**config.mk**
```make
export PLATFORM = sky130hd
export DESIGN_NAME = uart_cmd_parser
export DESIGN_NICKNAME = d
export VERILOG_FILES = /design/src/rtl/uart_cmd_parser.sv
export SDC_FILE = /design/constraint.sdc
export NUM_CORES = 1
export LEC_CHECK = 0
export ABC_AREA = 1
export CORE_MARGIN = 2
export CORE_UTILIZATION = 60
export CTS_CLUSTER_DIAMETER = 50
export DETAILED_ROUTE_END_ITERATION = 16
export MAX_ROUTING_LAYER = met4
export PLACE_DENSITY = 0.92
export SLEW_MARGIN = 20
export SYNTH_ARGS = -nofsm -noshare
export SYNTH_HDL_FRONTEND = slang
export SYNTH_SLANG_ARGS = --single-unit
```
**constraint.sdc**
```tcl
create_clock -name clk -period 3.5 [get_ports clk]
set_clock_uncertainty 0.2 [all_clocks]
set_input_delay 0.7 -clock clk [delete_from_list [all_inputs] [get_ports clk]]
set_output_delay 0.7 -clock clk [all_outputs]
set_load 0.1 [all_outputs]
```
**src/rtl/uart_cmd_parser.sv**
```systemverilog
// rtl/uart_cmd_parser.sv - assembles 8-byte UART command frames into SDRAM read/write requests
//
// Frame: SOF, CMD, ADDR[23:16], ADDR[15:8], ADDR[7:0], WD[15:8], WD[7:0], CHK
// CHK is the XOR of CMD..WD[7:0]. Good frames are presented on a valid/ready port.
//
// Ports:
//   clk, rst_n                         clock, asynchronous active-low reset
//   rx_data, rx_valid, rx_parity_err   byte stream from the UART receiver
//   cmd_valid, cmd_ready               command handshake
//   cmd_wr, cmd_addr, cmd_wdata        command payload (held while cmd_valid)
//   err_par_o, err_cmd_o, err_chk_o,
//   err_tmo_o, err_ovf_o               single-cycle error pulses
module uart_cmd_parser #(
    parameter logic [7:0] SOF_BYTE       = 8'hA5,
    parameter int         TIMEOUT_CYCLES = 4400
) (
    input  logic        clk,
    input  logic        rst_n,
    input  logic [7:0]  rx_data,
    input  logic        rx_valid,
    input  logic        rx_parity_err,
    output logic        cmd_valid,
    input  logic        cmd_ready,
    output logic        cmd_wr,
    output logic [23:0] cmd_addr,
    output logic [15:0] cmd_wdata,
    output logic        err_par_o,
    output logic        err_cmd_o,
    output logic        err_chk_o,
    output logic        err_tmo_o,
    output logic        err_ovf_o
);

    localparam int TW = $clog2(TIMEOUT_CYCLES);
    localparam logic [TW-1:0] TMO_LAST = TW'(TIMEOUT_CYCLES - 1);

    typedef enum logic [2:0] {
        S_IDLE,
        S_CMD,
        S_ADDR,
        S_DATA,
        S_CHK
    } state_t;

    state_t         state;
    logic [1:0]     idx;
    logic [TW-1:0]  tmo_cnt;
    logic [7:0]     chk_acc;
    logic           wr_q;
    logic [23:0]    addr_q;
    logic [15:0]    wdata_q;

    always_ff @(posedge clk or negedge rst_n) begin
        if (!rst_n) begin
            state     <= S_IDLE;
            idx       <= '0;
            tmo_cnt   <= '0;
            chk_acc   <= '0;
            wr_q      <= 1'b0;
            addr_q    <= '0;
            wdata_q   <= '0;
            cmd_valid <= 1'b0;
            cmd_wr    <= 1'b0;
            cmd_addr  <= '0;
            cmd_wdata <= '0;
            err_par_o <= 1'b0;
            err_cmd_o <= 1'b0;
            err_chk_o <= 1'b0;
            err_tmo_o <= 1'b0;
            err_ovf_o <= 1'b0;
        end else begin
            err_par_o <= 1'b0;
            err_cmd_o <= 1'b0;
            err_chk_o <= 1'b0;
            err_tmo_o <= 1'b0;
            err_ovf_o <= 1'b0;

            // Handshake completion; a command loading in this same cycle overrides it below.
            if (cmd_valid && cmd_ready) begin
                cmd_valid <= 1'b0;
            end

            if (rx_valid) begin
                // A byte arriving on the last allowed cycle beats the timeout.
                tmo_cnt <= '0;
                if (state == S_IDLE) begin
                    // Anything other than a clean SOF is line noise while idle.
                    if (rx_data == SOF_BYTE && !rx_parity_err) begin
                        state <= S_CMD;
                    end
                end else if (rx_parity_err) begin
                    err_par_o <= 1'b1;
                    state     <= S_IDLE;
                end else begin
                    case (state)
                        S_CMD: begin
                            if (rx_data == 8'h01 || rx_data == 8'h02) begin
                                wr_q    <= (rx_data == 8'h01);
                                chk_acc <= rx_data;
                                idx     <= '0;
                                state   <= S_ADDR;
                            end else begin
                                err_cmd_o <= 1'b1;
                                state     <= S_IDLE;
                            end
                        end
                        S_ADDR: begin
                            addr_q  <= {addr_q[15:0], rx_data};
                            chk_acc <= chk_acc ^ rx_data;
                            if (idx == 2'd2) begin
                                idx   <= '0;
                                state <= S_DATA;
                            end else begin
                                idx <= idx + 2'd1;
                            end
                        end
                        S_DATA: begin
                            wdata_q <= {wdata_q[7:0], rx_data};
                            chk_acc <= chk_acc ^ rx_data;
                            if (idx == 2'd1) begin
                                idx   <= '0;
                                state <= S_CHK;
                            end else begin
                                idx <= idx + 2'd1;
                            end
                        end
                        S_CHK: begin
                            state <= S_IDLE;
                            if (rx_data != chk_acc) begin
                                err_chk_o <= 1'b1;
                            end else if (cmd_valid && !cmd_ready) begin
                                // Consumer still holds the previous command: keep it, drop this one.
                                err_ovf_o <= 1'b1;
                            end else begin
                                cmd_valid <= 1'b1;
                                cmd_wr    <= wr_q;
                                cmd_addr  <= addr_q;
                                cmd_wdata <= wdata_q;
                            end
                        end
                        default: state <= S_IDLE;
                    endcase
                end
            end else if (state != S_IDLE) begin
                if (tmo_cnt == TMO_LAST) begin
                    err_tmo_o <= 1'b1;
                    tmo_cnt   <= '0;
                    state     <= S_IDLE;
                end else begin
                    tmo_cnt <= tmo_cnt + TW'(1);
                end
            end
        end
    end

endmodule

```
==> results.json, run 1 <==
{
  "status": "complete, no violations",
  "htreeDepth": 4,
  "ys_ff_latch": 114,
  "fp.dieH_um": 97.5,
  "post-cts-setup-buffers": 0,
  "synth_edf_count": 0,
  "viasPerCell": 5.97,
  "grt_pass1_wl_um": 23900,
  "regArea_mm2": 0.00285,
  "cp_common_cell": "nand2_1",
  "synth_flop_cell": "dfrtp_1",
  "cts_hold_buf": 0,
  "port_buffers": 59,
  "cts-root-buf": "clkbuf_8",
  "max-vdd-ir-drop_mv": 0.335,
  "grt_antenna_before_repair": 0,
  "final.min_clock_period_ns": 2.54,
  "track_usage": 0.325,
  "worst_pin_slew_ns": 0.805,
  "ant_nets": 0,
  "die_area_mm2": 0.00951,
  "layout_setup_ws_ns": 0.962,
  "cts_resized": 0,
  "totalWireLength_um": 14300,
  "cts_num_sinks": 114,
  "drc_errors": 0,
  "nets": 700,
  "numCtsBuffers": 17,
  "fillers": 537,
  "worst-path-max-fanout": 20,
  "antennaDiodeCount": 0,
  "setup_viol": 0,
  "crit_family": "simple AND/OR/NAND/NOR gates",
  "end_kind": "flop",
  "hp-class": "in2async",
  "cp.required_ns": 3.65,
  "ys.warnings.count": 0,
  "drive_gt1_frac": 0.162,
  "syn_area_mm2": 0.00525,
  "die_w_um": 97.5,
  "max_stage_delay_ns": 0.53,
  "path_cells": "clkdlybuf4s50_1, inv_1, nand2_1, nor2_1, nand2_1, nand2_1, nand2_1, nand2_1, o21ai_0",
  "overflow": 0,
  "crit_arrival_ns": 2.69,
  "dp_hpwl_um": 8450,
  "setup_tns_ns": 0,
  "start_util": 0.610,
  "multi_input_area_mm2": 0.00205,
  "p_per_area_mw_per_mm2": 598,
  "clk_latency_ns": 0.51,
  "maxSlewViolCount": 0,
  "synth_area_per_cell_um2": 8.39,
  "dr.pass1.iters": 8,
  "crit_type": "in2reg",
  "post-place-ws_ns": 0.686,
  "synthDistinctLibCells": 27,
  "clk_pin_slew_ns": 0.06,
  "rsz0062_at_grt": "false",
  "clockBufferDepth": 2,
  "syn2layout_area_growth_pct": 22.4,
  "ios": 60,
  "rows": 34,
  "slew_headroom": 0.463,
  "synth_fp_nets": 639,
  "cp-start-kind": "input pin",
  "clock.fmax_mhz": 394,
  "mostFrequentLayoutCell": "nand2_1",
  "critPathBufInv": 2,
  "yosysSeqAreaShare": 0.544,
  "most-common-layout-cells": "224 x nand2_1, 114 x dfrtp_1, 55 x inv_1, 55 x buf_4, 47 x nand4_1",
  "leakage_nw": 3.42,
  "async_reset_ff_frac": 1.00,
  "synthCells": 625,
  "vias": 4814,
  "place_congestion": 0.975,
  "cts_tree": "done",
  "cp_slowest_cell": "clkdlybuf4s50_1",
  "hold_violations": 0,
  "wl_per_cell_um": 17.7,
  "coreArea_mm2": 0.00859,
  "grt_pass1_vias": 4873,
  "drtIter0Drc": 565,
  "fin_crit_sh": 0.725,
  "grt_max_degree": 67,
  "drv_cap": 0
}
[layout make-up]
class	instances	share of cell area
Sequential cell	114	0.444
Multi-Input combinational cell	429	0.319
Timing Repair Buffer	67	0.0846
Clock buffer	22	0.0737
Inverter	57	0.0333
Clock inverter	9	0.0236
Tap cell	108	0.0211
[power breakdown]
group	internal, mW	switching (mW)
registers	1.44	0.111
clock network	1.23	0.589
logic	0.139	0.333
[flip-flops by register name, indices dropped and copies added (netlist names)]
signal	count
err_chk_o	1
state	3
tmo_cnt	13
err_ovf_o	1
wdata_q	16
wr_q	1
cmd_wdata	16
err_tmo_o	1
cmd_addr	24
chk_acc	8
err_par_o	1
addr_q	24
err_cmd_o	1
cmd_valid	1
cmd_wr	1
idx	2
[cells in the mapped netlist, types with 3 or more instances]
master    instances  area share
nand2_1         224        0.16
a21oi_1           9      0.0086
buf_1             3      0.0021
dfrtp_1         114        0.54
nor3_1            8      0.0076
buf_2            10      0.0095
nand3_1          19       0.018
clkbuf_1          9      0.0064
inv_1            55       0.039
mux2_2           16       0.034
o21bai_1          3      0.0043
o21ai_0          45       0.043
nor2_1           41       0.029
buf_6             3      0.0064
nor2_4            5       0.011
nand4_1          47       0.056
[worst register-to-register path, stage by stage (launching register included)]
cell,delay (ns)
dfrtp_1,0.41
inv_1,0.22
nand2_2,0.28
nor2_4,0.22
nand2_2,0.39
mux2_2,0.45
[per-stage QoR]
stage          instance area [um^2]  utilization  total power [mW]  instances  hold WS, ns
6_report                       6420        0.747              3.84        806       0.0688
2_1_floorplan                  5250            -              1.84        625        0.204
5_1_grt                        6420        0.747              3.98        806        0.154
3_5_place_dp                   5790        0.674              1.99        775        0.268
3_3_place_gp                   5790        0.674              1.95        775        0.259
4_1_cts                        6420        0.747              3.82        806        0.109
[path summary, 6_finish.rpt]
kind	from	to	slack (ns)	depth (start not counted)
setup / recovery	rx_data[2]	chk_acc[2]	0.96	9
hold / removal	rst_n	cmd_addr[20]	0.07	1
setup reg to reg	state[2]	addr_q[15]	1.21	5
hold reg to reg	cmd_wdata[14]	cmd_wdata[14]	0.28	2
max in group asynchronous	rst_n	chk_acc[5]	2.25	2
min in group clk	cmd_wdata[14]	cmd_wdata[14]	0.28	2
[cell families (layout without fill, tap and decap cells)]
group	count (synthesis)	after routing	synth area share
multiplexers	17	17	0.0363
AND/OR/NAND/NOR	348	348	0.288
AO/OA/AOI/OAI	62	62	0.0625
buffers and inverters	82	155	0.0654
flip-flops	114	114	0.544
adder cells (fa/ha/maj)	1	1	0.00239
XOR/XNOR	1	1	0.00167
[routing by layer]
metal / part of all wire / global-route usage / vias up
met5: 0 / - / -
met4: 0.041 / 0.159 / 0
li1: - / - / 2152
met1: 0.38 / 0.391 / 2274
met3: 0.080 / 0.0748 / 74
met2: 0.50 / 0.519 / 314
(Power assumes the default switching activity.)
==> run 2: changes to the inputs <==
--- a/config.mk
+++ b/config.mk
@@ -7,11 +7,11 @@
 export LEC_CHECK = 0
 export ABC_AREA = 1
 export CORE_MARGIN = 2
-export CORE_UTILIZATION = 60
+export CORE_UTILIZATION = 56
 export CTS_CLUSTER_DIAMETER = 50
 export DETAILED_ROUTE_END_ITERATION = 16
 export MAX_ROUTING_LAYER = met4
-export PLACE_DENSITY = 0.92
+export PLACE_DENSITY = 0.87
 export SLEW_MARGIN = 20
 export SYNTH_ARGS = -nofsm -noshare
 export SYNTH_HDL_FRONTEND = slang
==> constraint.sdc (replaced) <==
create_clock -name clk -period 2.58 [get_ports clk]
set_clock_uncertainty 0.2 [all_clocks]
set_input_delay 0.516 -clock clk [delete_from_list [all_inputs] [get_ports clk]]
set_output_delay 0.516 -clock clk [all_outputs]
set_load 0.1 [all_outputs]
==> run 2 against run 1 <==
Effect of this change: sequential share of layout area decreased by 1.0 points; non-clock buffer count increased by 7; worst hold slack improved by 0.20 ns; combinational power increased by 29%; utilization decreased by 2.9 points; total power increased by 38%; critical path depth increased by 1; sequential power increased by 34%; die area increased by 6.9%; largest cell class unchanged.
==> results.json, run 2 (same netlist as run 1, synthesis figures left out) <==
{
  "status": "complete, no violations",
  "clock.fmax_mhz": 496,
  "final.min_clock_period_ns": 2.02,
  "worst_pin_slew_ns": 0.438,
  "cts_resized": 0,
  "nets": 707,
  "crit_arrival_ns": 2.28,
  "setup_viol": 0,
  "cts_num_sinks": 114,
  "rsz0062_at_grt": "false",
  "reg2reg_to": "addr_q[15]",
  "htreeDepth": 4,
  "most-common-layout-cells": "224 x nand2_1, 114 x dfrtp_1, 56 x buf_4",
  "cp-start-kind": "input pin",
  "viasPerCell": 5.62,
  "critPathBufInv": 3,
  "setup_tns_ns": 0,
  "cts_tree": "done",
  "hp-class": "in2async",
  "wl_per_cell_um": 16.2,
  "p_per_area_mw_per_mm2": 805,
  "regArea_mm2": 0.00285,
  "hold_violations": 0,
  "drtIter0Drc": 394,
  "mostFrequentLayoutCell": "nand2_1",
  "start_util": 0.573,
  "clk_latency_ns": 0.53,
  "r2r-start": "state[2]",
  "cp.required_ns": 2.85,
  "vias": 4592,
  "cp_common_cell": "nand2_1",
  "ios": 60,
  "reg2regPathDepth": 6,
  "ant_nets": 0,
  "worst-path-max-fanout": 29,
  "final_area_mm2": 0.00657,
  "syn2layout_area_growth_pct": 25.3,
  "fp.dieH_um": 101,
  "clockBufferDepth": 2,
  "cp_slowest_cell": "clkdlybuf4s50_1",
  "max_stage_delay_ns": 0.57,
  "die_w_um": 101,
  "totalWireLength_um": 13200,
  "rrSetupSlack_ns": 0.62,
  "drive_gt1_frac": 0.171,
  "maxSlewViolCount": 0,
  "dp_hpwl_um": 8520,
  "max-vdd-ir-drop_mv": 0.463,
  "crit_family": "buffers and inverters",
  "path_cells": "clkdlybuf4s50_1, inv_1, nand2_1, nand2_1, nor2_1, nand2_1, nor2_4, buf_12, nand4_1, nand2_1",
  "fin_crit_sh": 0.782,
  "grt_max_degree": 44,
  "numCtsBuffers": 17,
  "slew_headroom": 0.708,
  "clk_pin_slew_ns": 0.06,
  "track_usage": 0.288,
  "dr.pass1.iters": 6,
  "grt_pass1_wl_um": 22000,
  "fillers": 634,
  "place_congestion": 0.950,
  "leakage_nw": 3.50,
  "post-cts-setup-buffers": 0,
  "coreArea_mm2": 0.00915,
  "drc_errors": 0,
  "crit_type": "in2reg",
  "drv_cap": 0,
  "antennaDiodeCount": 0,
  "top_regs": "addr_q (24), cmd_addr (24)",
  "end_kind": "flop",
  "cts-root-buf": "clkbuf_8",
  "fin_util": 0.718,
  "grt_antenna_before_repair": 0,
  "dpl_cell_area_mm2": 0.00591,
  "multi_input_area_mm2": 0.00205,
  "die_area_mm2": 0.0102,
  "grt_pass1_vias": 4375,
  "port_buffers": 59,
  "rows": 35,
  "overflow": 0
}
## run 2: cell types whose count changed in the layout (fill, tap and decap cells not counted), sizes merged
| cell | previous run | this run |
|---|---|---|
| bufinv | 4 | 5 |
| dlygate4sd3 | 0 | 1 |
| inv | 58 | 59 |
| clkbuf | 22 | 18 |
| clkinv | 3 | 7 |
| clkinvlp | 1 | 0 |
| buf | 56 | 62 |
## run 2: layout make-up
| cell class | instances | share of cell area |
|---|---|---|
| multi-input combinational | 429 | 0.312 |
| inverter | 57 | 0.0326 |
| sequential | 114 | 0.434 |
| clock inverter | 14 | 0.0347 |
| tap | 111 | 0.0211 |
| timing repair buffer | 74 | 0.101 |
| clock buffer | 18 | 0.0651 |
## run 2: what timing repair did
action | CTS | global route
hold buffers | 1 | 0
setup endpoints to repair | 0 | 0
hold endpoints to repair | 30 | 0
## run 2: power breakdown
| part | total [mW] | internal, mW | switching (mW) |
|---|---|---|---|
| clock network | 2.59 | 1.71 | 0.886 |
| logic | 0.611 | 0.202 | 0.409 |
| registers | 2.08 | 1.95 | 0.134 |
| total | 5.29 | 3.86 | 1.43 |
## run 2: per-stage QoR
step                      std cells  setup slack (ns)  power, mW  hold slack (ns)
after global placement          784             0.158       2.67            0.258
after detailed placement        784             0.108       2.70            0.263
after global routing            817             0.477       5.50            0.304
after CTS                       817             0.597       5.30            0.273
final                           817             0.562       5.29            0.271
after floorplan                 625             0.558       2.50           0.0204
## run 2: how the worst max path moves through the flow
stage	to	startpoint	cells after the start
after global routing	cmd_addr[9]	rx_data[2]	10
final	cmd_addr[9]	rx_data[2]	10
after global placement	cmd_wdata[5]	rx_data[2]	10
after CTS	cmd_addr[9]	rx_data[2]	10
after floorplan	cmd_addr[0]	cmd_valid	5
after detailed placement	cmd_addr[9]	rx_data[2]	10
## run 2: metal layers
layer | vias up | track usage | wire [um]
met5 | - | - | 0
met4 | 0 | 0.105 | 210
met3 | 22 | 0.0659 | 802
met2 | 186 | 0.448 | 6530
met1 | 2204 | 0.373 | 5670
li1 | 2180 | - | -
==> run 3: changes to the inputs <==
==> constraint.sdc (replaced) <==
create_clock -name clk -period 2.05 [get_ports clk]
set_clock_uncertainty 0.2 [all_clocks]
set_input_delay 0.41 -clock clk [delete_from_list [all_inputs] [get_ports clk]]
set_output_delay 0.41 -clock clk [all_outputs]
set_load 0.1 [all_outputs]
==> run 3 against run 2 <==
Effect of this change: total power is 30% higher; flip-flop and latch count unchanged; utilization rose by 9.2 points; via count grew 11%; worst hold slack got worse by 0.14 ns; die area did not move; count of clock-buffer cells in the layout is the same; sequential power up 27%; critical endpoint is now addr_q[2]; largest cell class unchanged.
==> results.json, run 3 (same netlist as run 1, synthesis figures left out) <==
{
  "cts_tree": "done",
  "ios": 60,
  "most-common-layout-cells": "223 x nand2_1, 114 x dfrtp_1, 55 x inv_1",
  "dr.pass1.iters": 5,
  "reg2regPathDepth": 7,
  "reg2reg_to": "addr_q[2]",
  "overflow": 0,
  "place_congestion": 0.997,
  "final.min_clock_period_ns": 1.99,
  "cp-start-kind": "flop",
  "cts-root-buf": "clkbuf_8",
  "post-place-ws_ns": -0.261,
  "cts_num_sinks": 114,
  "crit_start": "state[2]",
  "dp_hpwl_um": 9780,
  "numCtsBuffers": 17,
  "whs_ns": 0.135,
  "leakage_nw": 3.77,
  "coreArea_mm2": 0.00915,
  "totalWireLength_um": 16200,
  "die_area_mm2": 0.0102,
  "layout_setup_ws_ns": 0.0581,
  "clockBufferDepth": 2,
  "fillers": 487,
  "setup_tns_ns": 0,
  "top_regs": "addr_q (24), cmd_addr (24)",
  "port_buffers": 59,
  "maxSlewViolCount": 0,
  "status": "complete, no violations",
  "drv_cap": 0,
  "power_mw": 6.87,
  "hp-class": "in2async",
  "syn2layout_area_growth_pct": 41.4,
  "max-vdd-ir-drop_mv": 0.585,
  "vias": 5113,
  "cp_slowest_cell": "dfrtp_1",
  "drc_errors": 0,
  "rrSetupSlack_ns": 0.06,
  "max_stage_delay_ns": 0.40,
  "critPathBufInv": 3,
  "final_cells": 850,
  "path_cells": "inv_1, nand2_2, nor2_4, nand2_2, buf_12, buf_4, o21ai_0",
  "p_per_area_mw_per_mm2": 927,
  "wl_per_cell_um": 19.1,
  "setup_viol": 0,
  "clock.fmax_mhz": 502,
  "worst_pin_slew_ns": 0.465,
  "grt_max_degree": 52,
  "antennaDiodeCount": 0,
  "rows": 35,
  "start_util": 0.573,
  "cp.required_ns": 2.28,
  "drtIter0Drc": 579,
  "fin_crit_sh": 0.972,
  "mostFrequentLayoutCell": "nand2_1",
  "nets": 740,
  "slew_headroom": 0.690,
  "htreeDepth": 4,
  "track_usage": 0.352,
  "fp.dieH_um": 101,
  "hold_violations": 0,
  "grt_pass1_wl_um": 26400,
  "die_w_um": 101,
  "ant_nets": 0,
  "crit_family": "buffers and inverters",
  "grt_antenna_before_repair": 0,
  "worst-path-max-fanout": 18,
  "r2r-start": "state[2]",
  "cp_common_cell": "nand2_2",
  "drive_gt1_frac": 0.208,
  "viasPerCell": 6.02,
  "crit_type": "reg2reg",
  "clk_latency_ns": 0.54,
  "clk_pin_slew_ns": 0.06,
  "grt_pass1_vias": 5130,
  "crit_arrival_ns": 2.22,
  "dp_cells": 817,
  "end_kind": "flop"
}
run 3: worst reg2reg max path, delay by kind of cell (launching register included):
| kind | cells | cell delay, ns |
|---|---|---|
| buffers and inverters | 3 | 0.62 |
| DFF | 1 | 0.40 |
| and+or+nand+nor | 3 | 0.46 |
| AOI/OAI and AO/OA | 1 | 0.22 |
run 3: power by group:
part           total, mW  leakage (nW)  switching [mW]  internal, mW
logic              0.962          1.92           0.590         0.372
clock network       3.26         0.307            1.14          2.12
registers           2.65          1.54           0.198          2.45
total               6.87          3.77            1.93          4.94
run 3: final cells by class:
type	instances	area [um^2]	area share
clock buffers	18	418	0.0564
multi-input cells	429	2050	0.277
clock inverters	14	226	0.0305
repair buffers	107	1510	0.204
inverters	57	214	0.0289
well taps	111	139	0.0187
flip-flops and latches	114	2850	0.385
run 3: stage by stage:
step	utilization	instance area [um^2]
after global placement	0.738	6750
after CTS	0.809	7410
final	0.810	7410
after global routing	0.810	7410
after detailed placement	0.738	6750
after floorplan	-	5250
run 3: worst max path at each step:
| stage | end | slack (ns) | cells past startpoint |
|---|---|---|---|
| floorplan | cmd_addr[0] | 0.03 | 5 |
| global placement | cmd_wdata[1] | -0.15 | 10 |
| detailed placement | cmd_addr[6] | -0.26 | 10 |
| CTS | cmd_addr[17] | 0.17 | 6 |
| global route | state[2] | -0.008 | 8 |
| finish | addr_q[2] | 0.06 | 7 |
run 3: routing by layer:
metal,share of wire,track usage,vias up
li1,-,-,2237
met1,0.37,0.423,2431
met5,0,-,-
met4,0.046,0.164,0
met3,0.082,0.0832,97
met2,0.51,0.564,348
run 3: repair_timing:
item / 4_1_cts / 5_1_grt
resized for setup: 0 / 2
setup endpoints to repair: 0 / 1
endpoints found under the hold margin: 114 / 0
buffers inserted: 0 / 0
hold buffers: 1 / 0
